$ cat src/rtl/quad_pkg.sv
// Shared phase encodings and step classification for the quadrature decoder.
// A step is legal only between neighbouring phases of the Gray cycle 00->01->11->10.
package quad_pkg;

  localparam logic [1:0] PH_00 = 2'b00;
  localparam logic [1:0] PH_01 = 2'b01;
  localparam logic [1:0] PH_11 = 2'b11;
  localparam logic [1:0] PH_10 = 2'b10;

  typedef enum logic [1:0] {
    STEP_NONE,
    STEP_FWD,
    STEP_REV,
    STEP_ILL
  } step_t;

  function automatic logic [1:0] next_phase(input logic [1:0] ph);
    logic [1:0] nxt;
    case (ph)
      PH_00:   nxt = PH_01;
      PH_01:   nxt = PH_11;
      PH_11:   nxt = PH_10;
      default: nxt = PH_00;
    endcase
    return nxt;
  endfunction

  function automatic step_t classify_step(input logic [1:0] prev, input logic [1:0] cur);
    step_t s;
    if (cur == prev)                   s = STEP_NONE;
    else if (cur == next_phase(prev))  s = STEP_FWD;
    else if (prev == next_phase(cur))  s = STEP_REV;
    else                               s = STEP_ILL;
    return s;
  endfunction

endpackage

$ cat src/rtl/quadrature_decoder_if.sv
// Encoder pins, clear and the step/position outputs of the quadrature decoder.
// The decoder side uses the master modport; the consuming counter/datapath uses slave.
interface quadrature_decoder_if #(parameter int W = 16);
  logic         a_in;
  logic         b_in;
  logic         clr;
  logic         up;
  logic         down;
  logic         dir;
  logic [W-1:0] pos;
  logic         err;

  modport master (input a_in, b_in, clr, output up, down, dir, pos, err);
  modport slave  (output a_in, b_in, clr, input up, down, dir, pos, err);
endinterface

$ cat src/rtl/quad_input_filter.sv
// Two-flop synchroniser plus joint {A,B} stability filter; acc_vld pulses for one
// cycle whenever a new pair has held FILT_CYC cycles (including the first one).
module quad_input_filter
  import quad_pkg::*;
#(
  parameter int FILT_CYC = 2
) (
  input  logic       clk,
  input  logic       rst,
  input  logic [1:0] ab_in,
  output logic [1:0] acc,
  output logic       acc_vld
);

  localparam int CW = $clog2(FILT_CYC + 1);
  localparam logic [CW-1:0] CNT_MAX = CW'(FILT_CYC);

  logic [1:0]    sync1_q, sync1_d, sync2_q, sync2_d;
  logic [1:0]    vld_q, vld_d;
  logic [1:0]    cand_q, cand_d;
  logic [CW-1:0] cnt_q, cnt_d;
  logic [1:0]    acc_q, acc_d;
  logic          have_q, have_d;
  logic          acc_vld_q, acc_vld_d;

  always_comb begin
    sync1_d   = ab_in;
    sync2_d   = sync1_q;
    vld_d     = {vld_q[0], 1'b1};
    cand_d    = cand_q;
    cnt_d     = cnt_q;
    acc_d     = acc_q;
    have_d    = have_q;
    acc_vld_d = 1'b0;
    // sync2 still holds the reset value until two edges after reset release
    if (!vld_q[1]) begin
      cnt_d = '0;
    end else begin
      if (cnt_q == '0 || sync2_q != cand_q) begin
        cand_d = sync2_q;
        cnt_d  = CW'(1);
      end else if (cnt_q != CNT_MAX) begin
        cnt_d = cnt_q + CW'(1);
      end
      if (cnt_d == CNT_MAX && (!have_q || cand_d != acc_q)) begin
        acc_d     = cand_d;
        have_d    = 1'b1;
        acc_vld_d = 1'b1;
      end
    end
  end

  always_ff @(posedge clk or posedge rst) begin
    if (rst) begin
      sync1_q   <= PH_00;
      sync2_q   <= PH_00;
      vld_q     <= '0;
      cand_q    <= PH_00;
      cnt_q     <= '0;
      acc_q     <= PH_00;
      have_q    <= 1'b0;
      acc_vld_q <= 1'b0;
    end else begin
      sync1_q   <= sync1_d;
      sync2_q   <= sync2_d;
      vld_q     <= vld_d;
      cand_q    <= cand_d;
      cnt_q     <= cnt_d;
      acc_q     <= acc_d;
      have_q    <= have_d;
      acc_vld_q <= acc_vld_d;
    end
  end

  assign acc     = acc_q;
  assign acc_vld = acc_vld_q;

endmodule

$ cat src/rtl/quadrature_decoder.sv
// Quadrature decoder top: primes on the first filtered phase, then turns each
// accepted phase change into an up/down pulse, a direction and a wrapping position.
module quadrature_decoder
  import quad_pkg::*;
#(
  parameter int W        = 16,
  parameter int FILT_CYC = 2
) (
  input  logic                 clk,
  input  logic                 rst,
  quadrature_decoder_if.master bus
);

  logic [1:0]   acc;
  logic         acc_vld;
  step_t        step;

  logic         primed_q, primed_d;
  logic [1:0]   base_q, base_d;
  logic         up_q, up_d, down_q, down_d, dir_q, dir_d, err_q, err_d;
  logic [W-1:0] pos_q, pos_d;

  quad_input_filter #(.FILT_CYC(FILT_CYC)) u_filter (
    .clk     (clk),
    .rst     (rst),
    .ab_in   ({bus.a_in, bus.b_in}),
    .acc     (acc),
    .acc_vld (acc_vld)
  );

  always_comb begin
    primed_d = primed_q;
    base_d   = base_q;
    up_d     = 1'b0;
    down_d   = 1'b0;
    dir_d    = dir_q;
    pos_d    = pos_q;
    err_d    = err_q;
    step     = STEP_NONE;
    // Baseline always follows the accepted pair, even across an illegal jump
    if (acc_vld) begin
      base_d = acc;
      if (!primed_q) primed_d = 1'b1;
      else           step = classify_step(base_q, acc);
    end
    case (step)
      STEP_FWD: begin up_d = 1'b1; dir_d = 1'b1; pos_d = pos_q + W'(1); end
      STEP_REV: begin down_d = 1'b1; dir_d = 1'b0; pos_d = pos_q - W'(1); end
      STEP_ILL: err_d = 1'b1;
      default:  ;
    endcase
    if (bus.clr) begin
      pos_d = '0;
      err_d = 1'b0;
    end
  end

  always_ff @(posedge clk or posedge rst) begin
    if (rst) begin
      primed_q <= 1'b0;
      base_q   <= PH_00;
      up_q     <= 1'b0;
      down_q   <= 1'b0;
      dir_q    <= 1'b0;
      pos_q    <= '0;
      err_q    <= 1'b0;
    end else begin
      primed_q <= primed_d;
      base_q   <= base_d;
      up_q     <= up_d;
      down_q   <= down_d;
      dir_q    <= dir_d;
      pos_q    <= pos_d;
      err_q    <= err_d;
    end
  end

  assign bus.up   = up_q;
  assign bus.down = down_q;
  assign bus.dir  = dir_q;
  assign bus.pos  = pos_q;
  assign bus.err  = err_q;

endmodule

$ cat src/flat_wrapper.sv
// flat-port wrapper written by rule: the top's interface ports become plain ports
module quadrature_decoder_flat import quad_pkg::*;
#(
  parameter int W        = 16,
  parameter int FILT_CYC = 2
)
  (clk, rst, bus_a_in, bus_b_in, bus_clr, bus_up, bus_down, bus_dir, bus_pos, bus_err);
  quadrature_decoder_if #(.W(W)) bus_i ();
  input  logic clk;
  input  logic rst;
  input wire logic [$bits(bus_i.a_in)-1:0] bus_a_in;
  input wire logic [$bits(bus_i.b_in)-1:0] bus_b_in;
  input wire logic [$bits(bus_i.clr)-1:0] bus_clr;
  output wire logic [$bits(bus_i.up)-1:0] bus_up;
  output wire logic [$bits(bus_i.down)-1:0] bus_down;
  output wire logic [$bits(bus_i.dir)-1:0] bus_dir;
  output wire logic [$bits(bus_i.pos)-1:0] bus_pos;
  output wire logic [$bits(bus_i.err)-1:0] bus_err;
  assign bus_i.a_in = bus_a_in;
  assign bus_i.b_in = bus_b_in;
  assign bus_i.clr = bus_clr;
  assign bus_up = bus_i.up;
  assign bus_down = bus_i.down;
  assign bus_dir = bus_i.dir;
  assign bus_pos = bus_i.pos;
  assign bus_err = bus_i.err;
  quadrature_decoder #(.W(W), .FILT_CYC(FILT_CYC)) u_core (.clk(clk), .rst(rst), .bus(bus_i));
endmodule
$ cat config.mk
export PLATFORM = sky130hd
export DESIGN_NAME = quadrature_decoder_flat
export DESIGN_NICKNAME = d
export VERILOG_FILES = /design/src/rtl/quad_pkg.sv /design/src/rtl/quadrature_decoder_if.sv /design/src/rtl/quad_input_filter.sv /design/src/rtl/quadrature_decoder.sv /design/src/flat_wrapper.sv
export SDC_FILE = /design/constraint.sdc
export NUM_CORES = 1
export LEC_CHECK = 0
export CAP_MARGIN = 20
export CORE_MARGIN = 3
export CORE_UTILIZATION = 40
export DETAILED_ROUTE_END_ITERATION = 10
export PLACE_DENSITY = 0.67
export SLEW_MARGIN = 20
export SYNTH_ARGS = -nofsm -noshare
export SYNTH_HDL_FRONTEND = slang
export SYNTH_SLANG_ARGS = --single-unit
$ cat constraint.sdc
create_clock -name clk -period 3.9 [get_ports clk]
set_input_delay 0.585 -clock clk [delete_from_list [all_inputs] [get_ports clk]]
set_output_delay 0.585 -clock clk [all_outputs]
set_load 0.05 [all_outputs]
### Word level (Yosys, flattened, before mapping)

Index checks and enable logic that the tools add are counted.

| word-level totals | value |
|---|---|
| flip-flop bits (word level) | 37 |
| bits in latches | 0 |
| memory bits (writable) | 0 |
| memory bits (read-only) | 0 |
| input port bits | 5 |
| output and inout port bits | 20 |
| word-level logic and storage cells | 72 |
| memories kept | 0 |

| operators by class | value |
|---|---|
| add/subtract/negate cells | 3 |
| multipliers | 0 |
| divide/modulo/power cells | 0 |
| order comparisons | 0 |
| equal/unequal tests | 14 |
| shift-type cells | 0 |
| mux-type cells | 29 |
| bitwise gates (word level) | 0 |
| reduce and logical (&&, ||, !) cells | 11 |

Operators with widths:

| operator | count |
|---|---|
| 2-to-1 mux 2 bit | 17 |
| one-hot mux 16 bit (2 select lines) | 1 |
| adder 16 x 1 -> 16 bit (second input constant) | 1 |
| 2-to-1 mux 16 bit | 1 |
| subtractor 16 x 1 -> 16 bit (second input constant) | 1 |
| one-hot mux 2 bit (3 select lines) | 2 |
| equality test 2 bit (second input constant) | 5 |
| 2-to-1 mux 1 bit | 7 |
| equality test 2 x 1 -> 1 bit (second input constant) | 3 |
| equality test 2 bit | 3 |
| logical NOT 2 bit | 3 |
| inequality test 2 bit | 2 |
| nonzero test 2 bit | 2 |
| nonzero test 3 bit | 1 |
| adder 2 x 1 -> 2 bit (second input constant) | 1 |
| logical OR 1 bit | 2 |
| inequality test 2 bit (second input constant) | 1 |
| one-hot mux 1 bit (2 select lines) | 1 |
| AND reduction 2 bit | 1 |
| logical AND 1 bit | 1 |
| logical NOT 1 bit | 1 |

### Depth between registers and ports, before layout

| depth | value |
|---|---|
| word-level depth | 19 |
| mapped depth | 13 |

### Modules after synthesis

From an unflattened synthesis, not the netlist that was laid out.

| unflattened totals | value |
|---|---|
| cells, all modules | 226 |
| area total of the unflattened synthesis | 2235.9 um2 |

Modules (own cells, without submodules):

| module | times used | cells an instance | area an instance (um2) | seq. area each (um2) |
|---|---|---|---|---|
| quadrature_decoder | 1 | 193 | 1724.2 | 575.6 |
| quad_input_filter | 1 | 33 | 511.7 | 350.3 |

### Least setup slack after synthesis

No wires, ideal clock.

| path | value |
|---|---|
| kind | flip-flop to flip-flop |
| start point | register u_core.u_filter.acc_q[0] (netlist: u_core.u_filter.acc[0]) |
| end point | register u_core.pos_q[15] (netlist: u_core.bus.pos[15]) |
| library setup time | 0.128 ns |
| arrival | 3.243 ns |
| required time | 3.772 ns |
| path slack | 0.529 ns |
| cell stages (with the launch flop) | 13 |
| clock period less this slack | 3.371 ns |
| cells stage by stage | dfrtp_1 clkbuf_1 nand2b_1 o211a_1 or3b_2 ha_1 ha_1 nand2_2 o311ai_2 a21oi_2 a31oi_2 mux2i_1 mux2_1 |

| between the ends | value |
|---|---|
| cells in the longest elaborated chain, start to end | 15 |
| elaborated cells on any way between the ends | 21 |

RTL lines:

| element | RTL line | text |
|---|---|---|
| start: declaration | quad_input_filter.sv:22 | `logic [1:0] acc_q, acc_d;` |
| start signal: assignment | quad_input_filter.sv:60 | `acc_q <= PH_00;` |
| start signal: assignment | quad_input_filter.sv:69 | `acc_q <= acc_d;` |
| equality test 2 bit, or another cell as far along | quad_pkg.sv:19 | `case (ph)` |
| one-hot mux 2 bit (3 select lines) | quad_pkg.sv:19 |  |
| 2-to-1 mux 2 bit | quad_pkg.sv:31 | `else if (cur == next_phase(prev)) s = STEP_FWD;` |
| 2-to-1 mux 2 bit | quad_pkg.sv:30 | `if (cur == prev) s = STEP_NONE;` |
| 2-to-1 mux 2 bit | quadrature_decoder.sv:43 | `if (!primed_q) primed_d = 1'b1;` |
| 2-to-1 mux 2 bit | quadrature_decoder.sv:41 | `if (acc_vld) begin` |
| equality test 2 bit | quad_pkg.sv:32 | `else if (prev == next_phase(cur)) s = STEP_REV;` |
| 2-to-1 mux 1 bit | quad_pkg.sv:32 |  |
| 2-to-1 mux 2 bit | quad_pkg.sv:31 |  |
| 2-to-1 mux 2 bit * | quad_pkg.sv:30 |  |
| 2-to-1 mux 2 bit * | quadrature_decoder.sv:43 |  |
| 2-to-1 mux 2 bit * | quadrature_decoder.sv:41 |  |
| equality test 2 bit or equality test 2 x 1 -> 1 bit (tied branches) | quadrature_decoder.sv:46 | `case (step)` |
| one-hot mux 16 bit (2 select lines) | quadrature_decoder.sv:46 |  |
| 2-to-1 mux 16 bit | quadrature_decoder.sv:52 | `if (bus.clr) begin` |
| end signal: assignment | quadrature_decoder.sv:73 | `pos_q <= pos_d;` |
| end: declaration | quadrature_decoder.sv:21 | `logic [W-1:0] pos_q, pos_d;` |

Mark *: on every way between the ends. The rest lies on a longest branch, timed or not. The select of a mux whose other input is x is not followed.
A chain may end at the register's enable or synchronous reset.

### Worst setup path after layout

Same ends and word-level chain as after synthesis.

==> run metrics <==
result of the run complete, no violations; post-layout instance count excluding filler cells between 300 and 400; class of the most critical setup path register to register; Crit. path cell count 12; post-layout minimum cycle time 3.36 ns; IR Drop Worst-Case VDD between 150 and 200 uV; data arrival time of the critical path between 3 and 4 ns; proportion of register bits with asynchronous set or reset after synthesis between 90% and 100%; end of the worst register-to-register path u_core.bus.pos[15]; fraction of layout cells with a size suffix above 1 10.3%; critical-path maximum fanout 9; wire length of the first global-routing pass between 7000 and 8000 um; WP data required 4.10 ns; number of distinct library cell variants in the gate-level netlist after synthesis 45; number of failing setup endpoints in the final timing report 0; Critical Path Source Type register; cell accounting for the most synthesized area dfrtp_1; # IOs 25; minimum hold slack approximately 0.36 ns; Yosys reg bits 37; number of gates resized after CTS 0; library cell with the highest instance count after synthesis dfrtp_1; CTS buffer count 5; Total Negative Setup Slacks 0 ns; leading cell types by count after synthesis 37 x dfrtp_1, 22 x nand2_1, 18 x ha_1, 17 x o21ai_0; net switching power 0.276 mW; Final Max Slew Viols 0; source-to-sink clock delay at the later pin of the worst-skew pair about 0.30 ns; root buffer cell clkbuf_8; number of vias in the routed layout approximately 1600; remaining max-slew budget at the tightest pin 65.9%; total number of nets in the final design between 200 and 300; Antenna Nets Post-Route 0; x dimension of the die slightly below 80 um; met2 wirelength from detailed routing 1870 um; number of design rule violations left after detail routing 0; detailed-route vias per instance between 5 and 6; average footprint of a synthesized cell around 9.8 sq um; worst-case clock buffer depth 2; initial core utilization 41.8%; post-route cell area approximately 2600 sq um; Worst Tran Pin Value around 0.5 ns; final weighted congestion in routability-driven placement roughly 0.84; total routed wirelength between 4000 and 5000 um; sequential area share after synthesis between 40% and 50%; class of the most critical hold timing path register to register; number of post-CTS setup repair buffers 0; placed cell areas around 2500 sq um; Die Ht 79.3 um; Max stage delay on crit path between 0.4 and 0.5 ns; worst-case register-to-register setup slack 0.54 ns; number of instances in the synthesized netlist between 200 and 250; met3 wire len 147 um; count of max-cap constraint violations 0; static leakage power roughly 1.2 nW; count of buffer and inverter cells on the critical path 1; EDFF count, synth 0; Reg2Reg Launch Point u_core.u_filter.acc[0]; clock slew at the register clock pins of the worst setup and hold paths 0.09 ns; first element of the critical path u_core.u_filter.acc[0]; Worst path most repeated cell ha_1; sw frac 30.6%; Fin Clk Skew approximately 0.011 ns; final worst path period share 86.2%; Mapped Nets between 200 and 250; Power Internal between 0.6 and 0.7 mW; critical path cell sequence nor2b_1 -> a211o_1 -> or3b_2 -> ha_1 -> buf_4 -> ha_1 -> a21oi_1 -> o311ai_2 -> a21oi_2 -> a31oi_2 -> mux2i_1 -> mux2_1; DR top layer met4; Cell Pwr Density 349 nW/um^2; number of buffers inserted by port buffering 24; share of the synthesized area in the top cell type 43.1%; setup repair after global routing missed its margin false; portion of total power attributed to the clock network approximately a third; total clock sinks 37; placed instance count roughly 310; wire per inst ~13 um; gr usage total 14.4%; iteration count of the initial detailed-routing pass 4; area inside the core boundary approximately 5100 sq um; total congestion overflow 0; number of hold buffers added after cts 0; Hold Fails Final Rpt 0; cell depth of the worst flop-to-flop path 12; placement row count 26; TritonCTS clock tree built; area delta synth->final 20.4%; overall power after layout ~0.90 mW; CTS H-tree lvls 2; peak clock frequency supported by timing slightly below 0.3 GHz; Main synth FF type dfrtp_1; 1st-iter DRT viols between 40 and 50; critical path capture point type register; Post-DP HPWL 3030 um; cell with the largest stage delay on the worst path dfrtp_1; number of antenna violations at the first check in global routing 0; crit-path leading delay family compound AO/OA/AOI/OAI gates; wire length the detailed router placed on met1 2020 um; cell area after synthesis 2150 sq um; number of global-route vias before repair roughly 1600; share of power burned in registers between 50% and 60%; share of power burned in combinational logic 16.9%; antenna diode count 0; largest net degree at the start of global routing 38; Yosys warning total 0; die area about 6300 sq um; Critical Path Sink u_core.bus.pos[15]; leading cell types by total area after synthesis dfrtp_1 43%, ha_1 10%, o21ai_0 4.0%
worst min-delay path by stage:
stage | startpoint | end | slack, ns | cells after the start
after CTS | u_core.u_filter.sync1_q[1] | u_core.u_filter.sync2_q[1] | 0.36 | 0
after floorplan | u_core.u_filter.sync1_q[0] | u_core.u_filter.sync2_q[0] | 0.33 | 0
after detailed placement | u_core.u_filter.sync1_q[1] | u_core.u_filter.sync2_q[1] | 0.34 | 0
final | u_core.u_filter.sync1_q[1] | u_core.u_filter.sync2_q[1] | 0.36 | 0
after global placement | u_core.u_filter.sync1_q[1] | u_core.u_filter.sync2_q[1] | 0.33 | 0
after global routing | u_core.u_filter.sync1_q[1] | u_core.u_filter.sync2_q[1] | 0.36 | 0
sequential cells by signal (all words and copies together) (netlist names):
register / count
u_core.u_filter.cand_q: 2
u_core.bus.err: 1
u_core.u_filter.acc_vld: 1
u_core.bus.dir: 1
u_core.u_filter.sync1_q: 2
u_core.primed_q: 1
u_core.bus.pos: 16
u_core.u_filter.cnt_q: 2
u_core.u_filter.sync2_q: 2
u_core.u_filter.acc: 2
u_core.base_q: 2
u_core.bus.up: 1
u_core.bus.down: 1
u_core.u_filter.have_q: 1
u_core.u_filter.vld_q: 2
placed cells by master (no fill, tap or decap), drive strengths merged, types with 3 or more instances in the layout:
| cell type | Yosys | routed |
|---|---|---|
| nand2b | 3 | 3 |
| xor2 | 7 | 7 |
| dfrtp | 37 | 37 |
| o211ai | 4 | 4 |
| a21o | 5 | 5 |
| clkbuf | 4 | 5 |
| a21oi | 16 | 16 |
| inv | 15 | 17 |
| nor3 | 3 | 3 |
| clkdlybuf4s50 | 0 | 24 |
| o21ai | 18 | 18 |
| nor2b | 7 | 7 |
| or2 | 3 | 3 |
| nor2 | 12 | 12 |
| mux2 | 5 | 5 |
| nand2 | 23 | 23 |
| a211oi | 3 | 3 |
| ha | 18 | 18 |
| xnor2 | 7 | 7 |
| a31oi | 3 | 3 |
| buf | 1 | 5 |
power by group through the flow:
stage	combinational (mW)	sequential, mW	clock, mW
after global placement	0.151	0.466	0
final	0.152	0.460	0.291
after CTS	0.155	0.461	0.298
after floorplan	0.106	0.472	0
after global routing	0.170	0.471	0.314
after detailed placement	0.156	0.467	0
worst register-to-register path, delay by kind of cell (launching register included):
kind / cells / cell delay, ns
buffers and inverters: 1 / 0.17
AOI/OAI and AO/OA: 5 / 0.91
and+or+nand+nor: 2 / 0.64
muxes: 2 / 0.50
DFF: 1 / 0.47
adders and majority gates: 2 / 0.55
stage by stage:
stage | setup WS [ns] | util (%)
floorplan | 0.529 | -
global placement | 0.603 | 48.5
detailed placement | 0.531 | 48.5
CTS | 0.511 | 50.4
global route | 0.219 | 50.4
finish | 0.538 | 50.4
per-layer routing:
metal,vias up,track usage (%)
li1,837,-
met3,5,3.51
met2,26,23.1
met1,774,19.5
met5,-,0
met4,0,4.12
kinds of logic (layout without fill, tap and decap cells):
group,count (synthesis),in the layout,share of synthesized area (%)
AOI/OAI and AO/OA,61,61,18.9
xor gates and xnor gates,14,14,5.70
adders and majority gates,19,19,11.4
buffers and inverters,20,52,3.55
DFF,37,37,43.1
muxes,7,7,3.55
other,1,1,0.174
and+or+nand+nor,61,61,13.7
area by class of cell:
cell class                      instances  area (sq um)
Inverter                               15          56.3
Multi-Input combinational cell        163          1150
Fill cell                             507          2550
Clock buffer                            5          68.8
Clock inverter                          3          25.0
Tap cell                               70          87.6
Sequential cell                        37           926
Timing Repair Buffer                   29           278
Note: power is estimated with default switching activity, not from simulation.
